==> src/rtl/serial_frame_receiver.sv <==
// Frames a byte stream from an async receiver into an NBYTES payload with optional header and checksum.
// Commit latency is 1 cycle from the final strobe; stalled frames are aborted after TIMEOUT_CYCLES idle cycles.
module serial_frame_receiver #(
  parameter int unsigned NBYTES         = 44,
  parameter int unsigned TIMEOUT_CYCLES = 8388608,
  parameter bit          SYNC_EN        = 1'b1,
  parameter logic [7:0]  SYNC_BYTE      = 8'hA5,
  parameter bit          CSUM_EN        = 1'b1
) (
  input  logic                clk,
  input  logic                reset,
  input  logic [7:0]          rx_data,
  input  logic                rx_ready,
  output logic [NBYTES*8-1:0] data,
  output logic                load_flag,
  output logic                frame_done,
  output logic                frame_err,
  output logic [7:0]          err_count,
  output logic                busy
);
  localparam int unsigned DW    = NBYTES * 8;
  localparam int unsigned CNT_W = $clog2(NBYTES + 1);
  localparam int unsigned TMO_W = $clog2(TIMEOUT_CYCLES + 1);

  typedef enum logic [1:0] {ST_HUNT, ST_PAYLOAD, ST_CSUM} state_t;
  localparam state_t START_ST = SYNC_EN ? ST_HUNT : ST_PAYLOAD;

  state_t             state_q, state_d;
  logic [DW-1:0]      buf_q, buf_d, buf_shift;
  logic [7:0]         sum_q, sum_d, sum_add;
  logic [CNT_W-1:0]   cnt_q, cnt_d;
  logic [TMO_W-1:0]   tmo_q, tmo_d;
  logic [DW-1:0]      data_q, data_d;
  logic               load_flag_q, load_flag_d;
  logic               frame_done_q, frame_done_d;
  logic               frame_err_q, frame_err_d;
  logic [7:0]         err_count_q, err_count_d;
  logic               last_byte, tmo_hit, commit, fail;

  generate
    if (NBYTES == 1) begin : g_shift_one
      assign buf_shift = rx_data;
    end else begin : g_shift_many
      assign buf_shift = {buf_q[DW-9:0], rx_data};
    end
  endgenerate

  assign sum_add   = sum_q + rx_data;
  assign last_byte = (cnt_q == CNT_W'(NBYTES - 1));
  // A strobe on the would-be timeout cycle wins over the abort.
  assign tmo_hit   = !rx_ready && (state_q != START_ST) &&
                     (tmo_q == TMO_W'(TIMEOUT_CYCLES - 1));

  always_ff @(posedge clk) begin
    if (reset) state_q <= START_ST;
    else       state_q <= state_d;
  end

  always_comb begin
    state_d = state_q;
    if (tmo_hit) begin
      state_d = START_ST;
    end else if (rx_ready) begin
      case (state_q)
        ST_HUNT:    if (rx_data == SYNC_BYTE) state_d = ST_PAYLOAD;
        ST_PAYLOAD: if (last_byte) state_d = CSUM_EN ? ST_CSUM : START_ST;
        ST_CSUM:    state_d = START_ST;
        default:    state_d = START_ST;
      endcase
    end
  end

  always_comb begin
    buf_d        = buf_q;
    sum_d        = sum_q;
    cnt_d        = cnt_q;
    data_d       = data_q;
    load_flag_d  = load_flag_q;
    frame_done_d = 1'b0;
    frame_err_d  = 1'b0;
    err_count_d  = err_count_q;
    commit       = 1'b0;
    fail         = 1'b0;
    tmo_d        = tmo_q;

    if (rx_ready || state_q == START_ST) tmo_d = '0;
    else if (tmo_q != TMO_W'(TIMEOUT_CYCLES)) tmo_d = tmo_q + 1'b1;

    if (tmo_hit) begin
      fail  = 1'b1;
      tmo_d = '0;
    end else if (rx_ready) begin
      case (state_q)
        ST_HUNT: begin
          if (rx_data == SYNC_BYTE) begin
            cnt_d = '0;
            sum_d = '0;
          end
        end
        ST_PAYLOAD: begin
          buf_d = buf_shift;
          sum_d = sum_add;
          cnt_d = cnt_q + 1'b1;
          if (last_byte && !CSUM_EN) begin
            commit = 1'b1;
            data_d = buf_shift;
          end
        end
        ST_CSUM: begin
          if (sum_add == 8'h00) begin
            commit = 1'b1;
            data_d = buf_q;
          end else begin
            fail = 1'b1;
          end
        end
        default: ;
      endcase
    end

    if (commit) begin
      load_flag_d  = ~load_flag_q;
      frame_done_d = 1'b1;
    end
    if (fail) begin
      frame_err_d = 1'b1;
      if (err_count_q != 8'hFF) err_count_d = err_count_q + 8'd1;
    end
    // Returning to the start state always begins a fresh frame.
    if (commit || fail) begin
      cnt_d = '0;
      sum_d = '0;
    end
  end

  always_ff @(posedge clk) begin
    if (reset) begin
      buf_q        <= '0;
      sum_q        <= '0;
      cnt_q        <= '0;
      tmo_q        <= '0;
      data_q       <= '0;
      load_flag_q  <= 1'b0;
      frame_done_q <= 1'b0;
      frame_err_q  <= 1'b0;
      err_count_q  <= '0;
    end else begin
      buf_q        <= buf_d;
      sum_q        <= sum_d;
      cnt_q        <= cnt_d;
      tmo_q        <= tmo_d;
      data_q       <= data_d;
      load_flag_q  <= load_flag_d;
      frame_done_q <= frame_done_d;
      frame_err_q  <= frame_err_d;
      err_count_q  <= err_count_d;
    end
  end

  assign data       = data_q;
  assign load_flag  = load_flag_q;
  assign frame_done = frame_done_q;
  assign frame_err  = frame_err_q;
  assign err_count  = err_count_q;
  assign busy       = (state_q != START_ST);

endmodule

==> config.mk <==
export PLATFORM = sky130hd
export DESIGN_NAME = serial_frame_receiver
export DESIGN_NICKNAME = d
export VERILOG_FILES = /design/src/rtl/serial_frame_receiver.sv
export SDC_FILE = /design/constraint.sdc
export NUM_CORES = 2
export LEC_CHECK = 0
export BUFFER_PORTS_ARGS = -buffer_cell sky130_fd_sc_hd__buf_2
export CORE_MARGIN = 5
export CORE_UTILIZATION = 57
export DETAILED_ROUTE_END_ITERATION = 8
export PLACE_DENSITY = 0.89
export SYNTH_ARGS = -nofsm -noshare
export SYNTH_HDL_FRONTEND = slang
export SYNTH_SLANG_ARGS = --single-unit
==> constraint.sdc <==
create_clock -name clk -period 3.2 [get_ports clk]
set_clock_uncertainty 0.15 [all_clocks]
set_input_delay 0.48 -clock clk [delete_from_list [all_inputs] [get_ports clk]]
set_output_delay 0.48 -clock clk [all_outputs]
set_load 0.01 [all_outputs]
-- After elaboration in Yosys (flattened, before gate mapping)
Cells that the tools add are included.
- add/subtract/negate cells: 4
- $mul: 0
- div/mod/pow operators: 0
- magnitude comparators: 0
- equal/unequal tests: 9
- shift-type cells: 0
- muxes and demuxes: 17
- bitwise operators: 2
- reductions and logical operators: 17
- operators with widths (kind ; count):
    $add 24x1->24 const B ; 1
    $eq 24x23->1 const B ; 1
    $ne 24x24->1 const B ; 1
    $pmux 8 s2 ; 1
    $pmux 6 s2 ; 1
    $mux 1 ; 10
    $add 8x1->8 const B ; 1
    $add 8x8->8 ; 1
    $eq 8x8->1 const B ; 1
    $logic_not 8->1 ; 1
    $mux 8 ; 1
    $ne 8x8->1 const B ; 1
    $reduce_and 4->1 ; 2
    $add 6x1->6 const B ; 1
    $eq 6x6->1 const B ; 1
    $mux 6 ; 1
    $reduce_and 3->1 ; 2
    $mux 2 ; 2
    $ne 2x2->1 const B ; 2
    $pmux 2 s2 ; 1
    $reduce_bool 2->1 ; 2
    $reduce_or 2->1 ; 2
    $reduce_or 3->1 ; 1
    $eq 2x1->1 const B ; 1
    7 further kinds ; 10
- bits in registers: 755
- bits in latches: 0
- RAM bits: 0
- memory bits (read-only): 0
- input port bits: 11
- output and inout port bits: 364
- word-level logic and storage cells: 59
- memories: 0

-- Longest topological paths before layout
- depth after elaboration: 8
- depth in mapped cells: 12
- depth with buffers taken out: 9

-- Worst setup path before layout
No wires, ideal clock.
- path kind: input -> register
- start point: in rx_data[0]
- end point: reg data_q[181] (netlist: data[181])
- setup time: 0.070 ns
- arrival: 2.626 ns
- required time: 2.980 ns
- path slack: 0.353 ns
- stages on the path: 12
- path through: ha_1 -> fa_1 -> a211oi_2 -> nor2_1 -> xnor2_1 -> o2111a_1 -> and3_1 -> buf_4 -> buf_6 -> buf_6 -> nand2_1 -> a21oi_1
- word-level cells in the longest chain between the ends: 3
- RTL lines (element ; line ; text):
    from (decl) ; 12 ; input logic [7:0] rx_data,
    $add 8x8->8 ; 48 ; assign sum_add = sum_q + rx_data;
    $logic_not 8->1 ; 110 ; if (sum_add == 8'h00) begin
    $reduce_and 4->1 (no source line) ; n/a ;
    to (signal assigned) ; 152 ; data_q <= data_d;
    to (decl) ; 33 ; logic [DW-1:0] data_q, data_d;
Every way passes these cells.
A chain may end at the register's enable or synchronous reset.

-- Final worst setup path
- start point: in rx_data[1]
- end point: reg data_q[246] (netlist: data[246])
Same word-level chain as after synthesis.

==> reports/summary.txt <==
initial core utilization = 0.575
count leader, synth = nand2_1
synth top area cells = dfxtp_1, nand2_1, a21oi_1
Post-Route WL = 69.2 mm
VDD IR max = 0.532 mV
clk sink count = 755
gpl congestion = 0.860
yosys warns = 0
FF+latch count, synth = 755
# DRC = 0
placed wire-length estimate = 44.1 mm
Post-CTS Setup Inserts = 0
outcome = complete, no violations
met2 usage = 0.411
Setup crit start kind = primary input
total CTS buffers = 72
Area Growth Syn to Fin = 18.7%
Worst Hold Class = in -> reg
Core ar. = 46500 µm²
vias in the first global route = 21800
Period minus WS final = 3.13 ns
initial antenna violation count = 1
Detailed Routing Iterations Pass 1 = 6
# port buffers = 374
Worst-Margin Slew = 1.03 ns
Die Height = 227 µm
# nets final = 3682
total grt overflow = 0
Cell Pwr Density = 580 nW/µm²
crit path kind = in -> reg
post-synth top area cell = dfxtp_1
crit path max fanout = 39
Die ar. = 51300 µm²
top post-synthesis cells by count = nand2_1, dfxtp_1, a21oi_1, clkbuf_1, buf_2
Critical Path End Type = flip-flop
Setup violations, final = 0
TNS Setup = 0 ns
busiest layer in global routing = met2
Slew Limit Fails = 0
FMAX = 319 MHz
Cell Area, Synth = 26700 µm²
clock-pin slew on the worst setup and hold paths = 0.07 ns
met3 Use GR = 0.0493
Worst Path Arrival = 3.49 ns
IO Count = 375
CP required = 3.56 ns
critical hold path startpoint = reset
DRT iter0 DRCs = 2522
async set or reset register ratio after synthesis = 0
Filler Cell Count = 3514
Mapped Nets = 3408
clock buffer depth = 3
H-tree lvl count = 3
Vias/cell = 5.49
number of distinct library cells after synthesis = 52
Final ANT Viol Nets = 0
grt met1 use = 0.345
Tcrit/Tclk final = 0.979
CTS root buffer = clkbuf_16
Rel. slew slack = 0.314
cell count after synthesis = 3385
overall routing resource usage = 0.255
drt wl/cell = 16.0 µm
start of the worst register-to-register path = sum_q[0]
largest net degree at the start of global routing = 227
Tot Pwr = 18.4 mW
CP startpoint = rx_data[1]
die width = 227 µm
Max Cap Viol = 0
total number of vias = 23700
Final Hold Violating Endpoints = 0
leakage power = 11.6 nW
Synth Flop Type = dfxtp_1
Post-synth EDFFs = 0
sequential share of the synthesized area = 0.566
post-synth top area share = 0.566
Rows = 79
clk_lat worst skew = 0.60 ns
share of cells above drive strength 1 = 0.152
syn_area_per_cell = 7.89 µm²
wire length of the first global-routing pass = 110 mm
CTS tree = done
==> report_power, final <==
part,switching (mW),internal (mW)
Sequential,0.000239,9.40
Clock,3.55,5.23
Combinational,0.171,0.0367
Total,3.72,14.7
==> layout by cell type, fill, tap and decap left out, drive strengths merged, types with 3 or more instances in the layout <==
| master | count |
|---|---|
| or3 | 6 |
| nor3 | 12 |
| dfxtp | 755 |
| nor3b | 3 |
| ha | 11 |
| bufinv | 7 |
| buf | 436 |
| dlygate4sd3 | 8 |
| clkbuf | 105 |
| nand3 | 20 |
| nor2 | 58 |
| nor4 | 8 |
| inv | 15 |
| xnor2 | 9 |
| clkinv | 10 |
| and2 | 3 |
| a21oi | 725 |
| o21ai | 13 |
| a22oi | 3 |
| o2111ai | 4 |
| a31oi | 4 |
| a211oi | 3 |
| nand2 | 1434 |
| nand4 | 9 |
| and3 | 4 |
| xor2 | 16 |
==> through the flow <==
stage	util	hold slack (ns)	instances	instance area, µm²	worst slack [ns]
after floorplan	-	0.286	3385	26700	0.353
after global placement	0.627	0.285	4184	29100	0.00569
after detailed placement	0.627	0.290	4184	29100	-0.0381
after CTS	0.682	0.0526	4319	31700	0.109
after global routing	0.683	0.0983	4320	31700	-0.0232
final	0.683	0.0952	4320	31700	0.0685
==> worst max-delay path, cell delays in order <==
cell and delay [ns]:
dlygate4sd3_1 0.55, buf_2 0.16, ha_1 0.33, a211oi_4 0.32, nor2_1 0.11, xnor2_1 0.28, o2111a_2 0.31, and3_4 0.23
buf_12 0.19, buf_12 0.22, nand2_1 0.11, a21oi_1 0.18
==> sequential cells by signal (all words and copies together) (netlist names) <==
signal and cells:
tmo_q 24, frame_done 1, buf_q 352, load_flag 1, err_count 8, frame_err 1
cnt_q 6, sum_q 8, state_q 2, data 352
==> routing by layer <==
layer / vias up / wire length [µm]
met5: - / 0
met4: 0 / 1870
met3: 130 / 5290
met2: 912 / 33200
met1: 11100 / 28900
li1: 11500 / -
==> final timing paths <==
| check | end | slack (ns) | depth (start not counted) |
|---|---|---|---|
| worst max register to register | data[246] | 0.18 | 11 |
| worst min register to register | data[164] | 0.30 | 2 |
| worst min-delay path | buf_q[337] | 0.1 | 2 |
| worst max-delay path | data[246] | 0.07 | 12 |
==> cells by family after synthesis <==
group           synth area share
flops                      0.566
compound gates             0.145
xor+xnor                 0.00819
fa+ha+maj                0.00590
buf+inv                   0.0449
simple gates               0.229
mux                      0.00117
==> repair_timing <==
item                                   in CTS  in global routing
gates resized for setup                     0                  6
endpoints found under the hold margin       8                  0
hold buffers                                8                  0
setup endpoints to repair                   0                206
==> final cells by class <==
cell class	count	area (µm²)	area share
clock inverters	22	305	0.00963
repair buffers	444	2880	0.0908
inverters	12	45.0	0.00142
well taps	607	759	0.0240
diodes	1	2.50	0.0000789
flip-flops and latches	755	15100	0.477
clock buffers	105	2150	0.0678
multi-input cells	2374	10500	0.330
(Power assumes the default switching activity.)
